==> src/rtl/jedro_1_mem_arbiter.sv <==
// jedro_1_mem_arbiter
// Shares one single-port, byte-writable RAM with 1-cycle read latency between
// the instruction-fetch port and the load/store data port. Data normally wins;
// a saturating starvation counter lets a waiting fetch win after STARVE_LIMIT
// consecutive denied cycles. Read responses are routed back to the owner of
// the previous cycle's grant.
module jedro_1_mem_arbiter #(
    parameter int DATA_WIDTH   = 32,
    parameter int ADDR_WIDTH   = 32,
    parameter int STARVE_LIMIT = 4
) (
    input  logic                    clk_i,
    input  logic                    rstn_i,

    input  logic                    instr_req_i,
    input  logic [ADDR_WIDTH-1:0]   instr_addr_i,
    output logic                    instr_gnt_o,
    output logic                    instr_rvalid_o,
    output logic [DATA_WIDTH-1:0]   instr_rdata_o,

    input  logic                    data_req_i,
    input  logic [DATA_WIDTH/8-1:0] data_we_i,
    input  logic [ADDR_WIDTH-1:0]   data_addr_i,
    input  logic [DATA_WIDTH-1:0]   data_wdata_i,
    output logic                    data_gnt_o,
    output logic                    data_rvalid_o,
    output logic [DATA_WIDTH-1:0]   data_rdata_o,

    output logic                    ram_en_o,
    output logic [DATA_WIDTH/8-1:0] ram_we_o,
    output logic [ADDR_WIDTH-1:0]   ram_addr_o,
    output logic [DATA_WIDTH-1:0]   ram_wdata_o,
    input  logic [DATA_WIDTH-1:0]   ram_rdata_i
);

    localparam int         BE_WIDTH   = DATA_WIDTH / 8;
    localparam logic [3:0] STARVE_MAX = 4'(STARVE_LIMIT);

    // Owner of the response that appears on the cycle after a grant.
    typedef enum logic [1:0] {
        RESP_NONE  = 2'b00,
        RESP_INSTR = 2'b01,
        RESP_DATA  = 2'b10
    } resp_e;

    // Winner of the current cycle's arbitration.
    typedef enum logic [1:0] {
        GNT_NONE  = 2'b00,
        GNT_INSTR = 2'b01,
        GNT_DATA  = 2'b10
    } gnt_e;

    resp_e       resp_q;
    resp_e       resp_next_s;
    logic [3:0]  starve_q;
    logic [3:0]  starve_next_s;
    gnt_e        gnt_sel_s;
    logic        fetch_urgent_s;
    logic        instr_gnt_s;
    logic        data_gnt_s;

    logic                  ram_en_s;
    logic [BE_WIDTH-1:0]   ram_we_s;
    logic [ADDR_WIDTH-1:0] ram_addr_s;
    logic [DATA_WIDTH-1:0] ram_wdata_s;

    // Arbitration: a starved fetch first, otherwise data, otherwise fetch; nothing in reset.
    always_comb begin
        gnt_sel_s      = GNT_NONE;
        fetch_urgent_s = instr_req_i && (starve_q == STARVE_MAX);
        if (!rstn_i) begin
            gnt_sel_s = GNT_NONE;
        end else if (fetch_urgent_s) begin
            gnt_sel_s = GNT_INSTR;
        end else if (data_req_i) begin
            gnt_sel_s = GNT_DATA;
        end else if (instr_req_i) begin
            gnt_sel_s = GNT_INSTR;
        end else begin
            gnt_sel_s = GNT_NONE;
        end
    end

    assign instr_gnt_s = (gnt_sel_s == GNT_INSTR);
    assign data_gnt_s  = (gnt_sel_s == GNT_DATA);

    // Steer the winner's fields onto the RAM port; fetches never write, idle cycles drive zeros.
    always_comb begin
        ram_en_s    = 1'b0;
        ram_we_s    = {BE_WIDTH{1'b0}};
        ram_addr_s  = {ADDR_WIDTH{1'b0}};
        ram_wdata_s = {DATA_WIDTH{1'b0}};
        case (gnt_sel_s)
            GNT_INSTR: begin
                ram_en_s    = 1'b1;
                ram_we_s    = {BE_WIDTH{1'b0}};
                ram_addr_s  = instr_addr_i;
                ram_wdata_s = {DATA_WIDTH{1'b0}};
            end
            GNT_DATA: begin
                ram_en_s    = 1'b1;
                ram_we_s    = data_we_i;
                ram_addr_s  = data_addr_i;
                ram_wdata_s = data_wdata_i;
            end
            default: begin
                ram_en_s    = 1'b0;
                ram_we_s    = {BE_WIDTH{1'b0}};
                ram_addr_s  = {ADDR_WIDTH{1'b0}};
                ram_wdata_s = {DATA_WIDTH{1'b0}};
            end
        endcase
    end

    // Starvation count: grows while fetch waits, saturates at the limit, clears on grant or idle.
    always_comb begin
        starve_next_s = starve_q;
        if (!instr_req_i || instr_gnt_s) begin
            starve_next_s = 4'd0;
        end else if (starve_q < STARVE_MAX) begin
            starve_next_s = starve_q + 4'd1;
        end else begin
            starve_next_s = starve_q;
        end
    end

    // Response owner for next cycle follows this cycle's grant.
    always_comb begin
        resp_next_s = RESP_NONE;
        case (gnt_sel_s)
            GNT_INSTR: resp_next_s = RESP_INSTR;
            GNT_DATA:  resp_next_s = RESP_DATA;
            default:   resp_next_s = RESP_NONE;
        endcase
    end

    // Arbiter state; asynchronous reset drops any pending response immediately.
    always_ff @(posedge clk_i or negedge rstn_i) begin
        if (!rstn_i) begin
            resp_q   <= RESP_NONE;
            starve_q <= 4'd0;
        end else begin
            resp_q   <= resp_next_s;
            starve_q <= starve_next_s;
        end
    end

    assign instr_gnt_o    = instr_gnt_s;
    assign data_gnt_o     = data_gnt_s;

    assign ram_en_o       = ram_en_s;
    assign ram_we_o       = ram_we_s;
    assign ram_addr_o     = ram_addr_s;
    assign ram_wdata_o    = ram_wdata_s;

    assign instr_rvalid_o = (resp_q == RESP_INSTR);
    assign data_rvalid_o  = (resp_q == RESP_DATA);
    assign instr_rdata_o  = (resp_q == RESP_INSTR) ? ram_rdata_i : {DATA_WIDTH{1'b0}};
    assign data_rdata_o   = (resp_q == RESP_DATA)  ? ram_rdata_i : {DATA_WIDTH{1'b0}};

endmodule

==> config.mk <==
export PLATFORM = sky130hd
export DESIGN_NAME = jedro_1_mem_arbiter
export DESIGN_NICKNAME = d
export VERILOG_FILES = /design/src/rtl/jedro_1_mem_arbiter.sv
export SDC_FILE = /design/constraint.sdc
export NUM_CORES = 1
export LEC_CHECK = 0
export ABC_AREA = 0
export BUFFER_PORTS_ARGS = -buffer_cell sky130_fd_sc_hd__buf_2
export CAP_MARGIN = 40
export CORE_AREA = 3 3 104 106
export CTS_CLUSTER_SIZE = 20
export DETAILED_ROUTE_END_ITERATION = 10
export DIE_AREA = 0 0 107 109
export SLEW_MARGIN = 30
export SYNTH_ARGS = -nofsm -noshare
export SYNTH_HDL_FRONTEND = slang
export SYNTH_SLANG_ARGS = --single-unit
==> constraint.sdc <==
create_clock -name clk_i -period 3 [get_ports clk_i]
set_input_delay 0.6 -clock clk_i [delete_from_list [all_inputs] [get_ports clk_i]]
set_output_delay 0.6 -clock clk_i [all_outputs]
set_load 0.005 [all_outputs]
==> PnR_summary.wiki, run 1 <==
{| class="wikitable"
! Metric !! Value
|-
| Per-cell via count in the routed design || 4.09
|-
| Crit Path Max Fanout || 33
|-
| Register area share after synthesis || 0.102
|-
| Total of cells resized after clock tree synthesis || 0
|-
| Met2 wirelength from detailed routing || 3.94 mm
|-
| Leakage dissipation || 1.88 nW
|-
| Type of origin of the critical path || flip-flop
|-
| Standard-cell row count || 36
|-
| Hold Buf Count CTS || 0
|-
| Total Routed Length || 7.53 mm
|-
| Count of buffers added by post-CTS timing repair for setup || 0
|-
| Routability congestion estimate from global placement || 0.803
|-
| Synthesis-to-layout area growth || 103%
|-
| Die footprint || 0.0117 mm2
|-
| DRT antenna net count || 0
|-
| Post-layout utilization of the core || 0.303
|-
| Clock latency on the worst-skew pair || 0.22 ns
|-
| First-pass GRT wire length || 10.8 mm
|-
| Worst setup skew after layout || 0.00143 ns
|-
| Peak ir drop on the vdd network || 0.112 mV
|-
| Maximum capacitance violations || 0
|-
| Vias after detailed routing || 2517
|-
| Hold slack final || 0.218 ns
|-
| Cell count after synthesis || 223
|-
| Detailed placement HPWL || 6.57 mm
|-
| DRC marker count from the first detailed-route iteration || 143
|-
| Core region area || 0.00986 mm2
|-
| Post-route total power || 0.517 mW
|-
| Final setup TNS || 0 ns
|-
| Nets || 626
|-
| Relative max-transition margin || 0.501
|-
| Root Buffer Master || clkbuf_8
|-
| CTS sink count || 6
|-
| Top metal layer carrying routed signals || met4
|-
| Async SR Flop Fraction || 1.00
|-
| Crit path largest cell delay || 0.40 ns
|-
| Share of final-layout standard cells stronger than drive strength 1 || 0.581
|-
| Remaining Overflow, GRT || 0
|-
| Post-synthesis cell type count || 24
|-
| Library cell contributing the largest single delay on the critical path || dfrtp_1
|-
| Power Density || 173 mW/mm2
|-
| Finish-stage setup viols || 0
|-
| Setup slack on the worst flop-to-flop path || 0.81 ns
|-
| Reg-to-Reg End || starve_q[0]
|-
| Starting density of the core || 0.149
|-
| Clock tree from TritonCTS || yes
|-
| Post-Syn Area || 0.00147 mm2
|-
| RSZ-0062 raised after global routing || no
|-
| Wire per inst || 12.2 um
|-
| Final worst-path setup slack || 0.218 ns
|-
| Pre-CTS WS || 0.369 ns
|-
| Detailed Routing Iterations Pass 1 || 4
|-
| Top flip-flop cell by instance count after synthesis || dfrtp_1
|-
| Most used cell, CP || ha_1
|-
| Post-synthesis area per instance || 6.60 um2
|-
| Yosys top cell by area || and2_1
|-
| Leading post-synthesis cells by instance count || and2_1, nor2_1, a22oi_1
|-
| Htree depth || 1
|-
| Kind of critical path || reg -> out
|-
| Data required time at the worst endpoint || 2.40 ns
|-
| Final count of hold timing violations || 0
|-
| Share of the cycle needed by the critical path after routing || 0.927
|-
| Total track usage || 0.111
|-
| Class of the tightest hold or removal check || in -> async
|-
| Most used standard cell by instance count after synthesis || and2_1
|-
| Crit path time final || 2.78 ns
|-
| Top post-synthesis cells by area || and2_1, a22oi_1, dfrtp_1
|-
| Antenna violations before repair || 0
|-
| Reg clk slew, reported paths || 0.04 ns
|-
| DRC violations left || 0
|-
| Num CTS Buffers || 3
|-
| Number of flops mapped to enable cells by yosys || 0
|-
| Maximum number of pins on one net before global-route repair || 37
|-
| Outcome || completed
|-
| Max Clock Freq || 359 MHz
|-
| Ordered list of cells on the worst path || inv_1 > ha_1 > nand2_1 > o21ai_0 > nand3_1 > ha_1 > buf_4 > a22oi_1 > nor2_1 > buf_2
|-
| Area fraction of the dominant cell type after synthesis || 0.425
|-
| Type of element capturing the critical path || output port
|-
| Die extent in x || 107 um
|-
| Chip height || 109 um
|-
| Least-Margin Pin Slew || 0.748 ns
|-
| Flops & latches, synth || 6
|-
| Total number of yosys warnings || 0
|-
| Number of nets in the synthesized netlist || 365
|-
| I/O pin count || 273
|-
| Via count of the first global-routing pass || 2335
|-
| R2r worst-path depth || 10
|-
| Met1 wire length || 2.83 mm
|-
| Number of port buffers || 272
|-
| Maximum clock path buffer count || 2
|-
| Beginning of the worst register-to-register path || starve_q[0]
|-
| Critical Path AT || 2.18 ns
|-
| Antenna Diode Count || 0
|-
| Total length of routed met3 wires || 690 um
|-
| Pins over their slew limit || 0
|}
==> report_power, final <==
group | switching [mW] | total, mW | internal (mW)
combinational | 0.139 | 0.303 | 0.165
sequential | 0.00625 | 0.0949 | 0.0886
clock | 0.0332 | 0.119 | 0.0860
total | 0.178 | 0.517 | 0.339
==> routing by layer <==
layer	vias to the layer above	track usage
met5	-	0
met3	7	0.0136
met4	0	0.0219
met1	1091	0.123
met2	167	0.225
li1	1252	-
==> flip-flops by register name, indices dropped and copies added (netlist names) <==
signal / count
starve_q: 4
resp_q: 2
==> critical path, delay by kind of cell, from the launching register on <==
kind | cells | cell delay, ns
flip-flops | 1 | 0.40
adder cells (fa/ha/maj) | 2 | 0.40
AND/OR/NAND/NOR | 3 | 0.26
AO/OA/AOI/OAI | 2 | 0.44
buffers and inverters | 3 | 0.46
==> logic make-up after synthesis <==
logic type                 synth area share
and+or+nand+nor                       0.581
AOI/OAI and AO/OA                     0.191
buffers and inverters                0.0748
adders and majority gates            0.0510
DFF                                   0.102
==> cell usage in the layout, fill, tap and decap left out <==
cell type	count
nor4b_1	1
o21ai_0	1
buf_2	272
nand2_1	1
nor3b_2	1
and3_1	2
inv_1	4
and2b_1	2
nor3b_1	2
o31a_1	1
ha_1	6
and2_1	100
nand3_1	3
o21bai_1	1
a21oi_1	1
buf_6	1
buf_12	1
dfrtp_1	6
o21a_1	2
nor2_1	35
clkbuf_8	3
nand4_1	1
a22oi_1	32
and3b_1	1
buf_4	2
==> worst max-delay path by stage <==
stage,startpoint,endpoint,slack (ns)
CTS,starve_q[0],ram_wdata_o[9],0.19
detailed placement,rstn_i,ram_wdata_o[9],0.37
global route,starve_q[0],ram_addr_o[9],0.005
finish,starve_q[0],ram_addr_o[14],0.22
global placement,instr_req_i,ram_we_o[0],0.43
floorplan,starve_q[0],ram_addr_o[0],0.62
==> final cells by class <==
cell class | count | area [um2]
multi-input cells | 193 | 1210
clock buffers | 3 | 41.3
inverters | 4 | 15.0
flip-flops and latches | 6 | 150
repair buffers | 276 | 1410
well taps | 133 | 166
fillers | 1056 | 6870
==> per-stage QoR <==
step | instance area (um2) | cells
2_1_floorplan | 1470 | 223
3_3_place_gp | 2940 | 611
3_5_place_dp | 2940 | 611
4_1_cts | 2980 | 614
5_1_grt | 2990 | 615
6_report | 2990 | 615
(Power assumes the default switching activity.)
==> inputs of run 2 (changes only) <==
--- a/config.mk
+++ b/config.mk
@@ -8,10 +8,10 @@
 export ABC_AREA = 0
 export BUFFER_PORTS_ARGS = -buffer_cell sky130_fd_sc_hd__buf_2
 export CAP_MARGIN = 40
-export CORE_AREA = 3 3 104 106
+export CORE_AREA = 3 3 106 108
 export CTS_CLUSTER_SIZE = 20
 export DETAILED_ROUTE_END_ITERATION = 10
-export DIE_AREA = 0 0 107 109
+export DIE_AREA = 0 0 109 111
 export SLEW_MARGIN = 30
 export SYNTH_ARGS = -nofsm -noshare
 export SYNTH_HDL_FRONTEND = slang
==> constraint.sdc (replaced) <==
create_clock -name clk_i -period 3.3 [get_ports clk_i]
set_input_delay 0.66 -clock clk_i [delete_from_list [all_inputs] [get_ports clk_i]]
set_output_delay 0.66 -clock clk_i [all_outputs]
set_load 0.005 [all_outputs]
==> run 2 against run 1 <==
- sequential share of layout area stayed put
- critical endpoint is now ram_addr_o[7]
- cell count is 0.49% higher
- global-route usage is 0.51 points lower
- core utilization is 1.3 points lower
- critical path type unchanged
- routed wire length is 3.5% lower
- die area is 3.7% higher
- first-iteration DRC count is 51% lower
- clock skew is 0.0030 ns higher
==> PnR_summary.wiki, run 2 (synthesized netlist as in run 1, its figures left out) <==
{| class="wikitable"
! Metric !! Value
|-
| Outcome || completed
|-
| Crit path time final || 2.89 ns
|-
| Share of final-layout standard cells stronger than drive strength 1 || 0.581 (unchanged)
|-
| Chip height || 111 um (+1.8%)
|-
| Largest registers || starve_q (4), resp_q (2)
|-
| Number of filler cells placed in the layout || 1134 (+7.4%)
|-
| Number of port buffers || 272 (unchanged)
|-
| I/O pin count || 273 (unchanged)
|-
| Via count of the first global-routing pass || 2394 (+2.5%)
|-
| Most frequent cells in the layout || buf_2, and2_1, nor2_1
|-
| CTS sink count || 6 (unchanged)
|-
| Vias after detailed routing || 2525 (+0.32%)
|-
| Num CTS Buffers || 3 (unchanged)
|-
| Detailed Routing Iterations Pass 1 || 4 (unchanged)
|-
| Htree depth || 1 (unchanged)
|-
| Core region area || 0.0103 mm2 (+4.7%)
|-
| R2r worst-path depth || 9 (-1)
|-
| Crit Path Max Fanout || 32 (-3.0%)
|-
| Setup slack on the worst flop-to-flop path || 1.27 ns (+0.46 ns)
|-
| Least-Margin Pin Slew || 0.823 ns (+0.0747 ns)
|-
| Detailed placement HPWL || 6.23 mm (-5.1%)
|-
| Relative max-transition margin || 0.451 (-0.0498)
|-
| Post-layout instance count excluding filler cells || 618 (+0.49%)
|-
| Antenna Diode Count || 0 (unchanged)
|-
| Total track usage || 0.106 (-0.00512)
|-
| Standard-cell row count || 37 (+2.8%)
|-
| Max Clock Freq || 346 MHz
|-
| Per-cell via count in the routed design || 4.09 (-0.17%)
|-
| DRT antenna net count || 0 (unchanged)
|-
| Cell area after layout || 0.00299 mm2 (unchanged)
|-
| Maximum clock path buffer count || 2 (unchanged)
|-
| Post-route total power || 0.471 mW (-9.1%)
|-
| Cell area after placement || 0.00295 mm2 (+0.38%)
|-
| Share of the cycle needed by the critical path after routing || 0.876
|-
| Worst setup skew after layout || 0.00441 ns (+0.00298 ns)
|-
| Total Routed Length || 7.26 mm (-3.5%)
|-
| Flip-flop count of the largest register, all copies and words added || 4 (unchanged)
|-
| Final setup TNS || 0 ns (unchanged)
|-
| Count of buffers added by post-CTS timing repair for setup || 0 (unchanged)
|-
| Hold Buf Count CTS || 0 (unchanged)
|-
| Leakage dissipation || 1.88 nW (about the same)
|-
| Post-Place Cells || 615 (+0.65%)
|-
| Maximum capacitance violations || 0 (unchanged)
|-
| Most common cell after layout, fill and taps aside || buf_2
|-
| First-pass GRT wire length || 10.7 mm (-0.32%)
|-
| Pins over their slew limit || 0 (unchanged)
|-
| Hold slack final || 0.273 ns (+0.0553 ns)
|-
| Routability congestion estimate from global placement || 0.809 (+0.71%)
|-
| DRC marker count from the first detailed-route iteration || 70 (-51%)
|-
| Antenna violations before repair || 0 (unchanged)
|-
| DRC violations left || 0 (unchanged)
|-
| Data required time at the worst endpoint || 2.64 ns (+0.24 ns)
|-
| Clock latency on the worst-skew pair || 0.22 ns (about the same)
|-
| Type of origin of the critical path || flip-flop
|-
| Wire per inst || 11.8 um (-4.0%)
|-
| Critical Path AT || 2.23 ns (+0.05 ns)
|-
| Area occupied by multi-input gates || 0.00121 mm2 (unchanged)
|-
| Pre-CTS WS || 0.620 ns (+0.251 ns)
|-
| Post-layout utilization of the core || 0.290 (-0.0135)
|-
| Die extent in x || 109 um (+1.9%)
|-
| Reg clk slew, reported paths || 0.04 ns (about the same)
|-
| Total of cells resized after clock tree synthesis || 0 (unchanged)
|-
| Finish-stage setup viols || 0 (unchanged)
|-
| Power Density || 157 mW/mm2 (-9.1%)
|-
| Kind of critical path || reg -> out
|-
| Synthesis-to-layout area growth || 103% (unchanged)
|-
| Remaining Overflow, GRT || 0 (unchanged)
|-
| RSZ-0062 raised after global routing || no
|-
| Final count of hold timing violations || 0 (unchanged)
|-
| Class of the tightest hold or removal check || in -> async
|-
| Storage element area || 150 um2 (unchanged)
|-
| Final worst-path setup slack || 0.409 ns (+0.191 ns)
|-
| Die footprint || 0.0121 mm2 (+3.7%)
|-
| Nets || 626 (unchanged)
|-
| Clock tree from TritonCTS || yes
|-
| Root Buffer Master || clkbuf_8
|-
| Register with the most flip-flops || starve_q
|-
| Peak ir drop on the vdd network || 0.0682 mV (-39%)
|-
| Type of element capturing the critical path || output port
|-
| Starting density of the core || 0.143 (-0.00663)
|-
| Maximum number of pins on one net before global-route repair || 37 (unchanged)
|}
-- run 2: final timing paths --
kind                        startpoint             to
min                             rstn_i    starve_q[1]
min reg2reg                starve_q[0]    starve_q[0]
max                        starve_q[0]  ram_addr_o[7]
max in group asynchronous       rstn_i    starve_q[2]
min in group clk_i         starve_q[0]    starve_q[0]
max reg2reg                starve_q[0]    starve_q[0]
-- run 2: per-layer routing --
metal	wire length [um]	global-route usage	share of wire
met3	773	0.0163	0.11
met4	27	0.0185	0.0037
met5	0	0	0
met1	2520	0.104	0.35
met2	3950	0.224	0.54
-- run 2: report_power, final --
| group | switching, mW | internal (mW) |
|---|---|---|
| clock | 0.0314 | 0.0784 |
| combinational | 0.125 | 0.149 |
| sequential | 0.00633 | 0.0805 |
| total | 0.163 | 0.307 |
-- run 2: critical path: stages (launching register included) --
cell     delay [ns]
dfrtp_1        0.41
inv_1          0.09
ha_1           0.17
nand2_1        0.05
o21ai_0        0.19
and3_1         0.21
ha_1           0.28
buf_12         0.22
a22oi_1        0.09
nor2_1         0.14
buf_2          0.14
-- run 2: area by class of cell --
class / count / area share
Inverter: 4 / 0.00502
Tap cell: 136 / 0.0569
Clock buffer: 3 / 0.0138
Sequential cell: 6 / 0.0502
Multi-Input combinational cell: 193 / 0.405
Timing Repair Buffer: 276 / 0.469
==> inputs of run 3 (changes only) <==
--- a/config.mk
+++ b/config.mk
@@ -12,6 +12,7 @@
 export CTS_CLUSTER_SIZE = 20
 export DETAILED_ROUTE_END_ITERATION = 10
 export DIE_AREA = 0 0 109 111
+export RECOVER_POWER = 50
 export SLEW_MARGIN = 30
 export SYNTH_ARGS = -nofsm -noshare
 export SYNTH_HDL_FRONTEND = slang
==> run 3 against run 2 <==
- clock skew barely moved
- flip-flop and latch count unchanged
- cell count unchanged
- via count increased by 0.44%
- worst setup slack better by 0.011 ns
- first-iteration DRC count down 8.6%
- highest routed layer unchanged
- worst hold slack better by 0.078 ns
- count of clock-buffer cells in the layout stayed put
==> PnR_summary.wiki, run 3 (synthesized netlist as in run 1, its figures left out) <==
{| class="wikitable"
! Metric !! Value
|-
| Maximum capacitance violations || 0 (unchanged)
|-
| Hold Buf Count CTS || 0 (unchanged)
|-
| Antenna Diode Count || 0 (unchanged)
|-
| Chip height || 111 um (unchanged)
|-
| Type of origin of the critical path || flip-flop
|-
| Register with the most flip-flops || starve_q
|-
| Share of final-layout standard cells stronger than drive strength 1 || 0.539 (-0.0415)
|-
| Most common cell after layout, fill and taps aside || buf_2
|-
| Remaining Overflow, GRT || 0 (unchanged)
|-
| Count of buffers added by post-CTS timing repair for setup || 0 (unchanged)
|-
| Post-layout utilization of the core || 0.287 (-0.00279)
|-
| Pins over their slew limit || 0 (unchanged)
|-
| DRT antenna net count || 0 (unchanged)
|-
| Die footprint || 0.0121 mm2 (unchanged)
|-
| Worst setup skew after layout || 0.00442 ns (+0.00000370 ns)
|-
| Clock tree from TritonCTS || yes
|-
| Kind of critical path || reg -> out
|-
| Nets || 626 (unchanged)
|-
| DRC marker count from the first detailed-route iteration || 64 (-8.6%)
|-
| Detailed placement HPWL || 6.23 mm (unchanged)
|-
| Peak ir drop on the vdd network || 0.0681 mV (about the same)
|-
| Final setup TNS || 0 ns (unchanged)
|-
| Die extent in x || 109 um (unchanged)
|-
| Antenna violations before repair || 0 (unchanged)
|-
| Maximum number of pins on one net before global-route repair || 37 (unchanged)
|-
| Hold slack final || 0.352 ns (+0.0782 ns)
|-
| Standard-cell row count || 37 (unchanged)
|-
| DRC violations left || 0 (unchanged)
|-
| RSZ-0062 raised after global routing || no
|-
| Detailed Routing Iterations Pass 1 || 4 (unchanged)
|-
| Least-Margin Pin Slew || 0.831 ns (+0.00809 ns)
|-
| Relative max-transition margin || 0.446 (-0.00539)
|-
| Wire per inst || 11.8 um (+0.63%)
|-
| Leakage dissipation || 1.77 nW (-5.6%)
|-
| Largest registers || starve_q (4), resp_q (2)
|-
| Routability congestion estimate from global placement || 0.809 (unchanged)
|-
| CTS sink count || 6 (unchanged)
|-
| Share of the cycle needed by the critical path after routing || 0.873 (-0.00325)
|-
| Data required time at the worst endpoint || 2.64 ns (about the same)
|-
| Core region area || 0.0103 mm2 (unchanged)
|-
| Power Density || 158 mW/mm2 (+0.27%)
|-
| Reg clk slew, reported paths || 0.04 ns (about the same)
|-
| I/O pin count || 273 (unchanged)
|-
| Flip-flop count of the largest register, all copies and words added || 4 (unchanged)
|-
| Crit Path Max Fanout || 32 (unchanged)
|-
| Synthesis-to-layout area growth || 101%
|-
| Maximum clock path buffer count || 2 (unchanged)
|-
| First-pass GRT wire length || 10.7 mm (unchanged)
|-
| Num CTS Buffers || 3 (unchanged)
|-
| Class of the tightest hold or removal check || in -> async
|-
| Finish-stage setup viols || 0 (unchanged)
|-
| Final count of hold timing violations || 0 (unchanged)
|-
| Crit path time final || 2.88 ns (-0.0107 ns)
|-
| Total track usage || 0.106 (unchanged)
|-
| Starting density of the core || 0.143 (unchanged)
|-
| Htree depth || 1 (unchanged)
|-
| Root Buffer Master || clkbuf_8
|-
| Vias after detailed routing || 2536 (+0.44%)
|-
| Total of cells resized after clock tree synthesis || 0 (unchanged)
|-
| Max Clock Freq || 347 MHz (+0.37%)
|-
| Clock latency on the worst-skew pair || 0.22 ns (about the same)
|-
| Most frequent cells in the layout || buf_2, and2_1, nor2_1
|-
| Outcome || completed
|-
| Via count of the first global-routing pass || 2394 (unchanged)
|-
| Type of element capturing the critical path || output port
|-
| Total Routed Length || 7.31 mm (+0.63%)
|-
| Per-cell via count in the routed design || 4.10 (+0.44%)
|-
| Number of port buffers || 272 (unchanged)
|-
| Critical Path AT || 2.22 ns (about the same)
|}
run 3: cell count changes in the layout (fill, tap and decap cells not counted), sizes merged:
cell / change
clkbuf: +20
buf: -20
run 3: cell type report:
class	count	area, um2
clock buffers	3	41.3
repair buffers	276	1380
well taps	136	170
inverters	4	15.0
fillers	1146	7360
multi-input cells	193	1210
flip-flops and latches	6	150
run 3: final timing paths:
kind	startpoint	to	slack, ns	depth (start not counted)
hold reg to reg	starve_q[0]	starve_q[0]	0.67	2
max in group asynchronous	rstn_i	starve_q[2]	2.64	1
min in group clk_i	starve_q[0]	starve_q[0]	0.67	2
setup reg to reg	starve_q[0]	starve_q[0]	1.25	9
setup / recovery	starve_q[0]	ram_addr_o[7]	0.42	10
hold / removal	rstn_i	starve_q[1]	0.35	1
run 3: routing by layer:
layer / GRT usage / part of all wire / wire [um]
met1: 0.104 / 0.34 / 2510
met4: 0.0185 / 0.0049 / 36
met3: 0.0163 / 0.11 / 801
met5: 0 / 0 / 0
met2: 0.224 / 0.54 / 3960
run 3: per-stage QoR:
| step | instances | setup slack [ns] | area [um2] | power [mW] |
|---|---|---|---|---|
| finish | 618 | 0.420 | 2960 | 0.467 |
| floorplan | 223 | 0.862 | 1470 | 0.207 |
| CTS | 618 | 0.379 | 2990 | 0.477 |
| detailed placement | 615 | 0.620 | 2950 | 0.364 |
| global placement | 615 | 0.662 | 2950 | 0.358 |
| global route | 618 | 0.219 | 2960 | 0.515 |
run 3: critical path, stage by stage, from the launching register on:
cell and delay, ns:
dfrtp_1 0.40, inv_1 0.09, ha_1 0.17, nand2_1 0.05
o21ai_0 0.19, and3_1 0.21, ha_1 0.28, buf_12 0.21
a22oi_1 0.09, nor2_1 0.14, buf_2 0.14
run 3: power by group:
group	internal, mW	switching (mW)
logic	0.145	0.126
clock network	0.0784	0.0315
registers	0.0805	0.00607
total	0.304	0.163
